**src/rtl/cpu_pkg.sv**
```systemverilog
// Shared CPU definitions used by the sequential divider: state encoding,
// default datapath width and the quotient reported on divide-by-zero.
package cpu_pkg;
  localparam int DIV_W = 32;

  typedef enum logic [1:0] {
    IDLE = 2'd0,
    CALC = 2'd1,
    FIX  = 2'd2,
    DONE = 2'd3
  } div_state_t;

  localparam logic [DIV_W-1:0] DIVZ_QUOT = '1;
endpackage

```
**src/rtl/div_seq_ctrl_if.sv**
```systemverilog
// EX-stage <-> divider bundle: request/operands in, stall/status/results out.
interface div_seq_ctrl_if import cpu_pkg::*; #(parameter int WIDTH = DIV_W);
  logic             start;
  logic             op_signed;
  logic             annul;
  logic [WIDTH-1:0] a;
  logic [WIDTH-1:0] b;
  logic             stall;
  logic             busy;
  logic             result_valid;
  logic [WIDTH-1:0] quotient;
  logic [WIDTH-1:0] remainder;
  logic             div_by_zero;

  modport master (
    output start, op_signed, annul, a, b,
    input  stall, busy, result_valid, quotient, remainder, div_by_zero
  );

  modport slave (
    input  start, op_signed, annul, a, b,
    output stall, busy, result_valid, quotient, remainder, div_by_zero
  );
endinterface

```
**src/rtl/div_step.sv**
```systemverilog
// One radix-2 restoring iteration: shift {rem, quo} left, trial-subtract the
// divisor and keep the difference when it is non-negative.
module div_step #(
  parameter int WIDTH = 32
) (
  input  logic [WIDTH:0]   rem,
  input  logic [WIDTH-1:0] quo,
  input  logic [WIDTH:0]   divisor,
  output logic [WIDTH:0]   rem_next,
  output logic [WIDTH-1:0] quo_next
);
  logic [WIDTH+1:0] shifted;
  logic [WIDTH+1:0] diff;

  always_comb begin
    shifted = {rem, quo[WIDTH-1]};
    // rem < divisor, so the shifted value is below 2^(WIDTH+1) and the top bit of diff is its sign
    diff    = shifted - {1'b0, divisor};
    if (!diff[WIDTH+1]) begin
      rem_next = diff[WIDTH:0];
      quo_next = {quo[WIDTH-2:0], 1'b1};
    end else begin
      rem_next = shifted[WIDTH:0];
      quo_next = {quo[WIDTH-2:0], 1'b0};
    end
  end
endmodule

```
**src/rtl/div_seq_ctrl.sv**
```systemverilog
// Multi-cycle DIV/DIVU sequencer: sign-magnitude restoring divide, one bit per
// cycle, holding the pipeline until quotient (LO) and remainder (HI) are ready.
module div_seq_ctrl import cpu_pkg::*; #(
  parameter int WIDTH = DIV_W
) (
  input logic          clk,
  input logic          rst,
  div_seq_ctrl_if.slave bus
);
  localparam int CNT_W = $clog2(WIDTH);

  div_state_t       state_reg, state_next;
  logic [WIDTH:0]   rem_reg, rem_next;
  logic [WIDTH-1:0] quo_reg, quo_next;
  logic [WIDTH:0]   dvsr_reg, dvsr_next;
  logic [CNT_W-1:0] cnt_reg, cnt_next;
  logic             sign_q_reg, sign_q_next;
  logic             sign_r_reg, sign_r_next;
  logic [WIDTH-1:0] quotient_reg, quotient_next;
  logic [WIDTH-1:0] remainder_reg, remainder_next;
  logic             dbz_reg, dbz_next;
  logic             stall, result_valid;
  logic [WIDTH-1:0] a_mag, b_mag;
  logic [WIDTH:0]   step_rem;
  logic [WIDTH-1:0] step_quo;

  // |most negative| still fits in WIDTH unsigned bits, so the dividend needs no extra bit
  assign a_mag = (bus.op_signed && bus.a[WIDTH-1]) ? -bus.a : bus.a;
  assign b_mag = (bus.op_signed && bus.b[WIDTH-1]) ? -bus.b : bus.b;

  div_step #(.WIDTH(WIDTH)) u_step (
    .rem      (rem_reg),
    .quo      (quo_reg),
    .divisor  (dvsr_reg),
    .rem_next (step_rem),
    .quo_next (step_quo)
  );

  always_ff @(posedge clk) begin
    if (rst) begin
      state_reg     <= IDLE;
      rem_reg       <= '0;
      quo_reg       <= '0;
      dvsr_reg      <= '0;
      cnt_reg       <= '0;
      sign_q_reg    <= 1'b0;
      sign_r_reg    <= 1'b0;
      quotient_reg  <= '0;
      remainder_reg <= '0;
      dbz_reg       <= 1'b0;
    end else begin
      state_reg     <= state_next;
      rem_reg       <= rem_next;
      quo_reg       <= quo_next;
      dvsr_reg      <= dvsr_next;
      cnt_reg       <= cnt_next;
      sign_q_reg    <= sign_q_next;
      sign_r_reg    <= sign_r_next;
      quotient_reg  <= quotient_next;
      remainder_reg <= remainder_next;
      dbz_reg       <= dbz_next;
    end
  end

  always_comb begin
    state_next     = state_reg;
    rem_next       = rem_reg;
    quo_next       = quo_reg;
    dvsr_next      = dvsr_reg;
    cnt_next       = cnt_reg;
    sign_q_next    = sign_q_reg;
    sign_r_next    = sign_r_reg;
    quotient_next  = quotient_reg;
    remainder_next = remainder_reg;
    dbz_next       = dbz_reg;
    stall          = 1'b0;
    result_valid   = 1'b0;

    case (state_reg)
      IDLE: begin
        if (bus.start && !bus.annul) begin
          stall = 1'b1;
          if (bus.b == '0) begin
            state_next     = DONE;
            quotient_next  = WIDTH'(DIVZ_QUOT);
            remainder_next = bus.a;
            dbz_next       = 1'b1;
          end else begin
            state_next  = CALC;
            rem_next    = '0;
            quo_next    = a_mag;
            dvsr_next   = {1'b0, b_mag};
            cnt_next    = '0;
            sign_q_next = bus.op_signed & (bus.a[WIDTH-1] ^ bus.b[WIDTH-1]);
            sign_r_next = bus.op_signed & bus.a[WIDTH-1];
          end
        end
      end
      CALC: begin
        stall = 1'b1;
        if (bus.annul) begin
          state_next = IDLE;
        end else begin
          rem_next = step_rem;
          quo_next = step_quo;
          cnt_next = cnt_reg + 1'b1;
          if (cnt_reg == CNT_W'(WIDTH - 1)) state_next = FIX;
        end
      end
      FIX: begin
        stall = 1'b1;
        if (bus.annul) begin
          state_next = IDLE;
        end else begin
          quotient_next  = sign_q_reg ? -quo_reg : quo_reg;
          remainder_next = sign_r_reg ? -rem_reg[WIDTH-1:0] : rem_reg[WIDTH-1:0];
          dbz_next       = 1'b0;
          state_next     = DONE;
        end
      end
      DONE: begin
        result_valid = !bus.annul;
        state_next   = IDLE;
      end
      default: state_next = IDLE;
    endcase
  end

  assign bus.stall        = stall;
  assign bus.busy         = (state_reg != IDLE);
  assign bus.result_valid = result_valid;
  assign bus.quotient     = quotient_reg;
  assign bus.remainder    = remainder_reg;
  assign bus.div_by_zero  = dbz_reg;
endmodule
```
**src/flat_wrapper.sv**
```systemverilog
// flat-port wrapper written by rule: the top's interface ports become plain ports
module div_seq_ctrl_flat import cpu_pkg::*;
#(
  parameter int WIDTH = DIV_W
)
  (clk, rst, bus_start, bus_op_signed, bus_annul, bus_a, bus_b, bus_stall, bus_busy, bus_result_valid, bus_quotient, bus_remainder, bus_div_by_zero);
  div_seq_ctrl_if #(.WIDTH(WIDTH)) bus_i ();
  input logic clk;
  input logic rst;
  input wire logic [$bits(bus_i.start)-1:0] bus_start;
  input wire logic [$bits(bus_i.op_signed)-1:0] bus_op_signed;
  input wire logic [$bits(bus_i.annul)-1:0] bus_annul;
  input wire logic [$bits(bus_i.a)-1:0] bus_a;
  input wire logic [$bits(bus_i.b)-1:0] bus_b;
  output wire logic [$bits(bus_i.stall)-1:0] bus_stall;
  output wire logic [$bits(bus_i.busy)-1:0] bus_busy;
  output wire logic [$bits(bus_i.result_valid)-1:0] bus_result_valid;
  output wire logic [$bits(bus_i.quotient)-1:0] bus_quotient;
  output wire logic [$bits(bus_i.remainder)-1:0] bus_remainder;
  output wire logic [$bits(bus_i.div_by_zero)-1:0] bus_div_by_zero;
  assign bus_i.start = bus_start;
  assign bus_i.op_signed = bus_op_signed;
  assign bus_i.annul = bus_annul;
  assign bus_i.a = bus_a;
  assign bus_i.b = bus_b;
  assign bus_stall = bus_i.stall;
  assign bus_busy = bus_i.busy;
  assign bus_result_valid = bus_i.result_valid;
  assign bus_quotient = bus_i.quotient;
  assign bus_remainder = bus_i.remainder;
  assign bus_div_by_zero = bus_i.div_by_zero;
  div_seq_ctrl #(.WIDTH(WIDTH)) u_core (.clk(clk), .rst(rst), .bus(bus_i));
endmodule
```
**config.mk**
```make
export PLATFORM = sky130hd
export DESIGN_NAME = div_seq_ctrl_flat
export DESIGN_NICKNAME = d
export VERILOG_FILES = /design/src/rtl/cpu_pkg.sv /design/src/rtl/div_seq_ctrl_if.sv /design/src/rtl/div_step.sv /design/src/rtl/div_seq_ctrl.sv /design/src/flat_wrapper.sv
export SDC_FILE = /design/constraint.sdc
export NUM_CORES = 1
export LEC_CHECK = 0
export BUFFER_PORTS_ARGS = -buffer_cell sky130_fd_sc_hd__buf_2
export CAP_MARGIN = 40
export CORE_ASPECT_RATIO = 0.75
export CORE_MARGIN = 5
export CORE_UTILIZATION = 43
export CTS_BUF_LIST = sky130_fd_sc_hd__clkbuf_8 sky130_fd_sc_hd__clkbuf_16
export CTS_CLUSTER_SIZE = 20
export DETAILED_ROUTE_END_ITERATION = 12
export HOLD_SLACK_MARGIN = 0.03
export SETUP_SLACK_MARGIN = 0.4
export SYNTH_ARGS = -nofsm -noshare
export SYNTH_HDL_FRONTEND = slang
export SYNTH_HIERARCHICAL = 1
export SYNTH_SLANG_ARGS = --single-unit
```
**constraint.sdc**
```tcl
create_clock -name clk -period 4.2 [get_ports clk]
set_input_delay 0.84 -clock clk [delete_from_list [all_inputs] [get_ports clk]]
set_output_delay 0.84 -clock clk [all_outputs]
set_load 0.01 [all_outputs]
```
==> results.yml, run 1 <==
routing:
  vias: 12319
  post_drt_wl_per_cell_um: 19.5
  routed_wl_mm: 40.8
  drt_first_iter_violations: 1072
  drc: 0
  avgViaCountPerCell: 5.87
  firstDrtPassIters: 5
  ant_nets: 0
global_route:
  antenna_found_initial: 0
  track_usage: 0.244
  grt_pass1_wl_mm: 63.6
  grt_pass1_vias: 11118
  grt.overflow.total: 0
  grt_max_degree: 81
synthesis:
  ys.warnings.count: 6
  yosysTopAreaCellShare: 0.274
  yosys.area_share.simple: 0.216
  synth_top_family_by_area: "compound AO/OA/AOI/OAI gates"
  synth_nets: 1772
  synth_cell_types: 78
  synth_xor_xnor_area_share: 0.0918
  async_flop_share: 0
  synth_area_um2: 12500
  synth_seq_cells: 171
  ys_seq_area_frac: 0.274
  netlist_instances: 1658
  muxShareOfSynthArea: 0.0340
  synth_area_leaders: "dfxtp_1, nand2_1, a21oi_1, xor2_1, ha_1"
  synth.avg_cell_area_um2: 7.54
  synth-compound-area-share: 0.261
  synthAdderAreaFrac: 0.0457
  synth_ff_type: "dfxtp_1"
  yosysTopAreaCell: "dfxtp_1"
  synth-edff-count: 0
setup_path:
  cp_slowest_cell: "a211oi_1"
  crit_required_ns: 4.52
  worstReg2RegStart: "u_core/quo_reg[31]"
  worstSetupEndpointType: "register"
  rr_worst_depth: 13
  r2r-end: "u_core/rem_reg[28]"
  max_stage_delay_ns: 0.72
  regToRegSetupSlack_ns: 0.59
  cpMostUsedCell: "a21oi_1"
  cp.arrival_ns: 3.93
  crit_fanout: 5
  crit_path_start_kind: "register"
  worstSetupPathType: "reg -> reg"
  crit_chain: "inv_1, ha_1, fa_1, nand2b_1, a21oi_1, o41ai_1, clkdlybuf4s15_2, a211oi_1, nor3_1, xnor2_1, mux2_4, nand2_1, a21oi_1"
finish:
  largest_reg_flops: 33
  syn_to_final_growth_pct: 11.3
  drive_gt1_frac: 0.149
  final_cells: 2099
  fin_nets: 1812
  n_antenna_cell: 0
  utilization: 0.482
hold_path:
  hold-path-cell-count: 2
  min_path_type: "reg -> reg"
  worstHoldStart: "u_core/bus.remainder[9]"
  min_to: "u_core/bus.remainder[9]"
sta:
  worst_slew_pin_slew_ns: 0.880
  fin_crit_ns: 3.61
  drv_slew: 0
  setup_viol: 0
  grt_setup_unrepaired: "no"
  period_share: 0.860
  tns_ns: 0
  hold_viol: 0
  max_freq_ghz: 0.277
  maxSlewHeadroom: 0.409
  clock_skew_ns: 0.0109
clock_tree:
  cts_buffers: 17
  cts-root-buf: "clkbuf_16"
  cts.reportedPaths.clkPinSlew_ns: 0.07
  cts_tree: "yes"
  clockBufferDepth: 2
  clk_latency_ns: 0.44
  htreeDepth: 4
  clock-sinks: 171
floorplanning:
  num_io_pins: 137
  die_w_um: 207
  fp.dieH_um: 158
  die-area_um2: 32600
  initial_core_util: 0.433
  rows: 54
  core_um2: 28900
power_and_ir_drop:
  p_total_mw: 6.67
  p_leak_nw: 5.52
  irDropWorstVdd_v: 0.000374
  power_density_nw_per_um2: 480
outcome:
  outcome: "finished clean"
run:
  cap_violations: 0
placed_design:
  gp_congestion: 0.945
  dp_hpwl_mm: 30.6
  numPortBuffers: 136
  place_inst: 2071
==> logic make-up after synthesis <==
| kind of cell | count (synthesis) |
|---|---|
| compound gates | 495 |
| xor+xnor | 131 |
| fa+ha+maj | 45 |
| buf+inv | 215 |
| flops | 171 |
| mux | 33 |
| other cells | 1 |
| simple gates | 567 |
==> layer usage <==
metal  wire, um  share of wire  track usage  up-vias
met5          0              0            0        -
met4        377         0.0092       0.0437        0
met3       3020          0.074       0.0451       32
met2      16400           0.40        0.339      433
met1      21000           0.51        0.391     5833
li1           -              -            -     6021
==> cells in the mapped netlist (all sizes together) (3+ instances only) <==
| cell | instances |
|---|---|
| o21bai | 3 |
| ha | 44 |
| a311oi | 22 |
| and4 | 3 |
| or4 | 25 |
| or2 | 10 |
| a31oi | 22 |
| nor3 | 39 |
| inv | 69 |
| nor3b | 5 |
| xor2 | 84 |
| a2111oi | 4 |
| buf | 51 |
| nor4 | 21 |
| nor4b | 3 |
| nand4 | 11 |
| dfxtp | 171 |
| o211ai | 39 |
| or3b | 4 |
| o21ai | 82 |
| nand3 | 23 |
| mux2i | 8 |
| a211oi | 32 |
| nor2 | 131 |
| a211o | 13 |
| and3 | 10 |
| nand2 | 217 |
| or3 | 14 |
| mux2 | 25 |
| nor2b | 9 |
| a21oi | 158 |
| a41oi | 3 |
| a221oi | 4 |
| o2111ai | 10 |
| clkbuf | 95 |
| nand2b | 32 |
| o21a | 8 |
| o31ai | 38 |
| o31a | 4 |
| xnor2 | 47 |
| a21o | 12 |
| and2 | 6 |
| o41ai | 25 |
==> worst max path at each step <==
stage	end	cells past startpoint	startpoint	slack (ns)
global route	u_core/rem_reg[2]	11	u_core/rem_reg[18]	0.45
global placement	u_core/rem_reg[26]	12	u_core/quo_reg[31]	0.55
floorplan	u_core/rem_reg[18]	13	u_core/rem_reg[13]	1.22
CTS	u_core/rem_reg[26]	13	u_core/quo_reg[31]	0.43
detailed placement	u_core/rem_reg[26]	13	u_core/quo_reg[31]	0.48
finish	u_core/rem_reg[28]	13	u_core/quo_reg[31]	0.59
==> stage by stage <==
stage          cell area (um^2)  setup WS [ns]  hold slack (ns)
2_1_floorplan             12500           1.22            0.436
3_3_place_gp              13200          0.554            0.436
3_5_place_dp              13300          0.478            0.444
4_1_cts                   13900          0.432            0.453
5_1_grt                   13900          0.447            0.477
6_report                  13900          0.590            0.450
==> report_power, final <==
part	leakage (nW)	internal (mW)	switching, mW
Sequential	1.39	1.83	0.203
Clock	0.286	0.975	0.687
Combinational	3.84	1.04	1.94
Total	5.52	3.84	2.83
==> layout make-up <==
class                      instances  area (um^2)
tap                              392          490
clock inverter                    11          159
sequential                       171         3420
inverter                          69          264
timing repair buffer             167          965
fill                            2952        14900
clock buffer                      17          425
multi-input combinational       1272         8180
==> cells in the final DEF, fill, tap and decap left out, types with 21 or more instances in the layout <==
cell type | netlist | routed
nand2_1 | 217 | 217
o211ai_1 | 39 | 39
nand2b_1 | 32 | 32
a211oi_1 | 31 | 31
a311oi_1 | 22 | 22
buf_2 | 14 | 135
a31oi_1 | 22 | 21
ha_1 | 44 | 42
nand3_1 | 23 | 23
dfxtp_1 | 171 | 171
nor3_1 | 39 | 39
xnor2_1 | 47 | 47
o21ai_0 | 79 | 79
xor2_1 | 84 | 84
nor2_1 | 131 | 131
inv_1 | 68 | 71
or4_1 | 23 | 23
buf_4 | 31 | 27
a21oi_1 | 157 | 157
o31ai_1 | 37 | 37
o41ai_1 | 25 | 25
==> repair_timing <==
item | CTS | global route
resized for setup | 0 | 4
setup buffers | 0 | 0
hold buffers | 0 | 0
setup endpoints to repair | 0 | 24
==> worst max-delay path: cells and delay by family (launching register included) <==
family,cells,cell delay [ns]
compound gates,4,1.22
simple gates,3,0.38
flops,1,0.38
xor+xnor,1,0.17
fa+ha+maj,2,0.69
buf+inv,2,0.39
mux,1,0.25
Power figures use the tool's default switching activity.
==> run 2: changes to the inputs <==
Settings changed: CORE_MARGIN 5 to default.
==> results.yml, run 2 (synthesis gave the netlist of run 1 again) <==
global_route:
  grt_pass1_vias: 11207
  antenna_found_initial: 2
  track_usage: 0.278
  grt_max_degree: 77
  grt_pass1_wl_mm: 64.5
  grt.overflow.total: 0
sta:
  grt_setup_unrepaired: "no"
  setup_viol: 0
  clock_skew_ns: 0.0148
  max_freq_ghz: 0.279
  drv_slew: 0
  period_share: 0.854
  worst_slew_pin_slew_ns: 0.913
  tns_ns: 0
  maxSlewHeadroom: 0.390
  fin_crit_ns: 3.59
  hold_viol: 0
finish:
  final_common_cell: "nand2_1"
  final_cell_mix: "nand2_1, dfxtp_1, a21oi_1"
  utilization: 0.492
  syn_to_final_growth_pct: 11.5
  drive_gt1_frac: 0.153
  n_antenna_cell: 0
  largest_reg_flops: 33
  fin_nets: 1816
  design_area_um2: 13900
  final_cells: 2100
  fillers: 2835
setup_path:
  crit_chain: "inv_1, ha_1, fa_1, nand2b_1, a21oi_1, o41ai_1, buf_2, a211o_1, a2111oi_0, buf_4, nor4_1, o31ai_1, nand2_1, a21oi_1"
  crit_required_ns: 4.59
  worstSetupPathType: "reg -> reg"
  crit_buf_inv: 3
  worstSetupEndpointType: "register"
  max_stage_delay_ns: 0.42
  path_delay_family: "compound AO/OA/AOI/OAI gates"
  cpMostUsedCell: "a21oi_1"
  crit_fanout: 5
  crit_path_start_kind: "register"
  cp.arrival_ns: 3.97
  cp_slowest_cell: "fa_1"
routing:
  firstDrtPassIters: 5
  drc: 0
  avgViaCountPerCell: 5.93
  routed_wl_mm: 41.1
  post_drt_wl_per_cell_um: 19.6
  drt_first_iter_violations: 1043
  ant_nets: 0
  vias: 12450
run:
  cap_violations: 0
power_and_ir_drop:
  irDropWorstVdd_v: 0.000342
  power_density_nw_per_um2: 476
  p_leak_nw: 5.53
  p_total_mw: 6.63
placed_design:
  gp_congestion: 0.891
  numPortBuffers: 136
  dp_hpwl_mm: 30.3
  place_inst: 2068
  placed_area_um2: 13400
clock_tree:
  cts_buffers: 17
  clockBufferDepth: 2
  htreeDepth: 4
  clock-sinks: 171
  cts_tree: "yes"
  cts-root-buf: "clkbuf_16"
  cts.reportedPaths.clkPinSlew_ns: 0.08
  clk_latency_ns: 0.45
  cts_hold_buf: 0
floorplanning:
  die_w_um: 199
  rows: 53
  initial_core_util: 0.441
  core_um2: 28300
  num_io_pins: 137
  fp.dieH_um: 150
  die-area_um2: 29800
outcome:
  outcome: "finished clean"
hold_path:
  min_path_type: "reg -> reg"
run 2: changes by cell type in the layout (fill, tap and decap cells not counted), sizes merged:
cell and change:
bufinv -4, clkinvlp +1, inv +4, clkbuf +1, clkdlybuf4s15 -1, clkinv +2, buf +5
run 2: repair_timing:
| item | in CTS | in global routing |
|---|---|---|
| setup buffers | 0 | 0 |
| endpoints found under the setup margin | 0 | 21 |
| resized for setup | 0 | 2 |
run 2: cell type report:
class / count / area (um^2) / area share
timing repair buffer: 171 / 1030 / 0.0736
sequential: 171 / 3420 / 0.246
clock buffer: 18 / 439 / 0.0315
clock inverter: 14 / 130 / 0.00934
tap: 385 / 482 / 0.0346
inverter: 69 / 267 / 0.0191
multi-input combinational: 1272 / 8170 / 0.586
run 2: layer usage:
layer,global-route usage,up-vias,part of all wire
met2,0.373,456,0.40
met1,0.441,5905,0.51
met3,0.0532,53,0.075
met5,0,-,0.00061
met4,0.0665,4,0.015
li1,-,6032,-
run 2: tightest hold or removal path: cells and delay by family, from the launching register on:
family,cells,cell delay [ns]
simple gates,1,0.05
compound gates,1,0.05
flops,1,0.31
run 2: final timing paths:
| kind | start | endpoint | slack (ns) | cells after the start |
|---|---|---|---|---|
| worst max-delay path | u_core/quo_reg[31] | u_core/rem_reg[26] | 0.61 | 14 |
| worst min-delay path | u_core/bus.remainder[5] | u_core/bus.remainder[5] | 0.45 | 2 |
| worst max register to register | u_core/quo_reg[31] | u_core/rem_reg[26] | 0.61 | 14 |
| worst min register to register | u_core/bus.remainder[5] | u_core/bus.remainder[5] | 0.45 | 2 |
run 2: report_power, final:
part / switching, mW / internal (mW) / total, mW
clock: 0.787 / 0.797 / 1.58
sequential: 0.209 / 1.83 / 2.04
combinational: 1.96 / 1.05 / 3.01
total: 2.95 / 3.68 / 6.63
run 2: stage by stage:
step	setup slack, ns	hold WS (ns)
finish	0.615	0.447
floorplan	1.22	0.436
detailed placement	0.559	0.442
global route	0.423	0.475
global placement	0.568	0.436
CTS	0.524	0.451
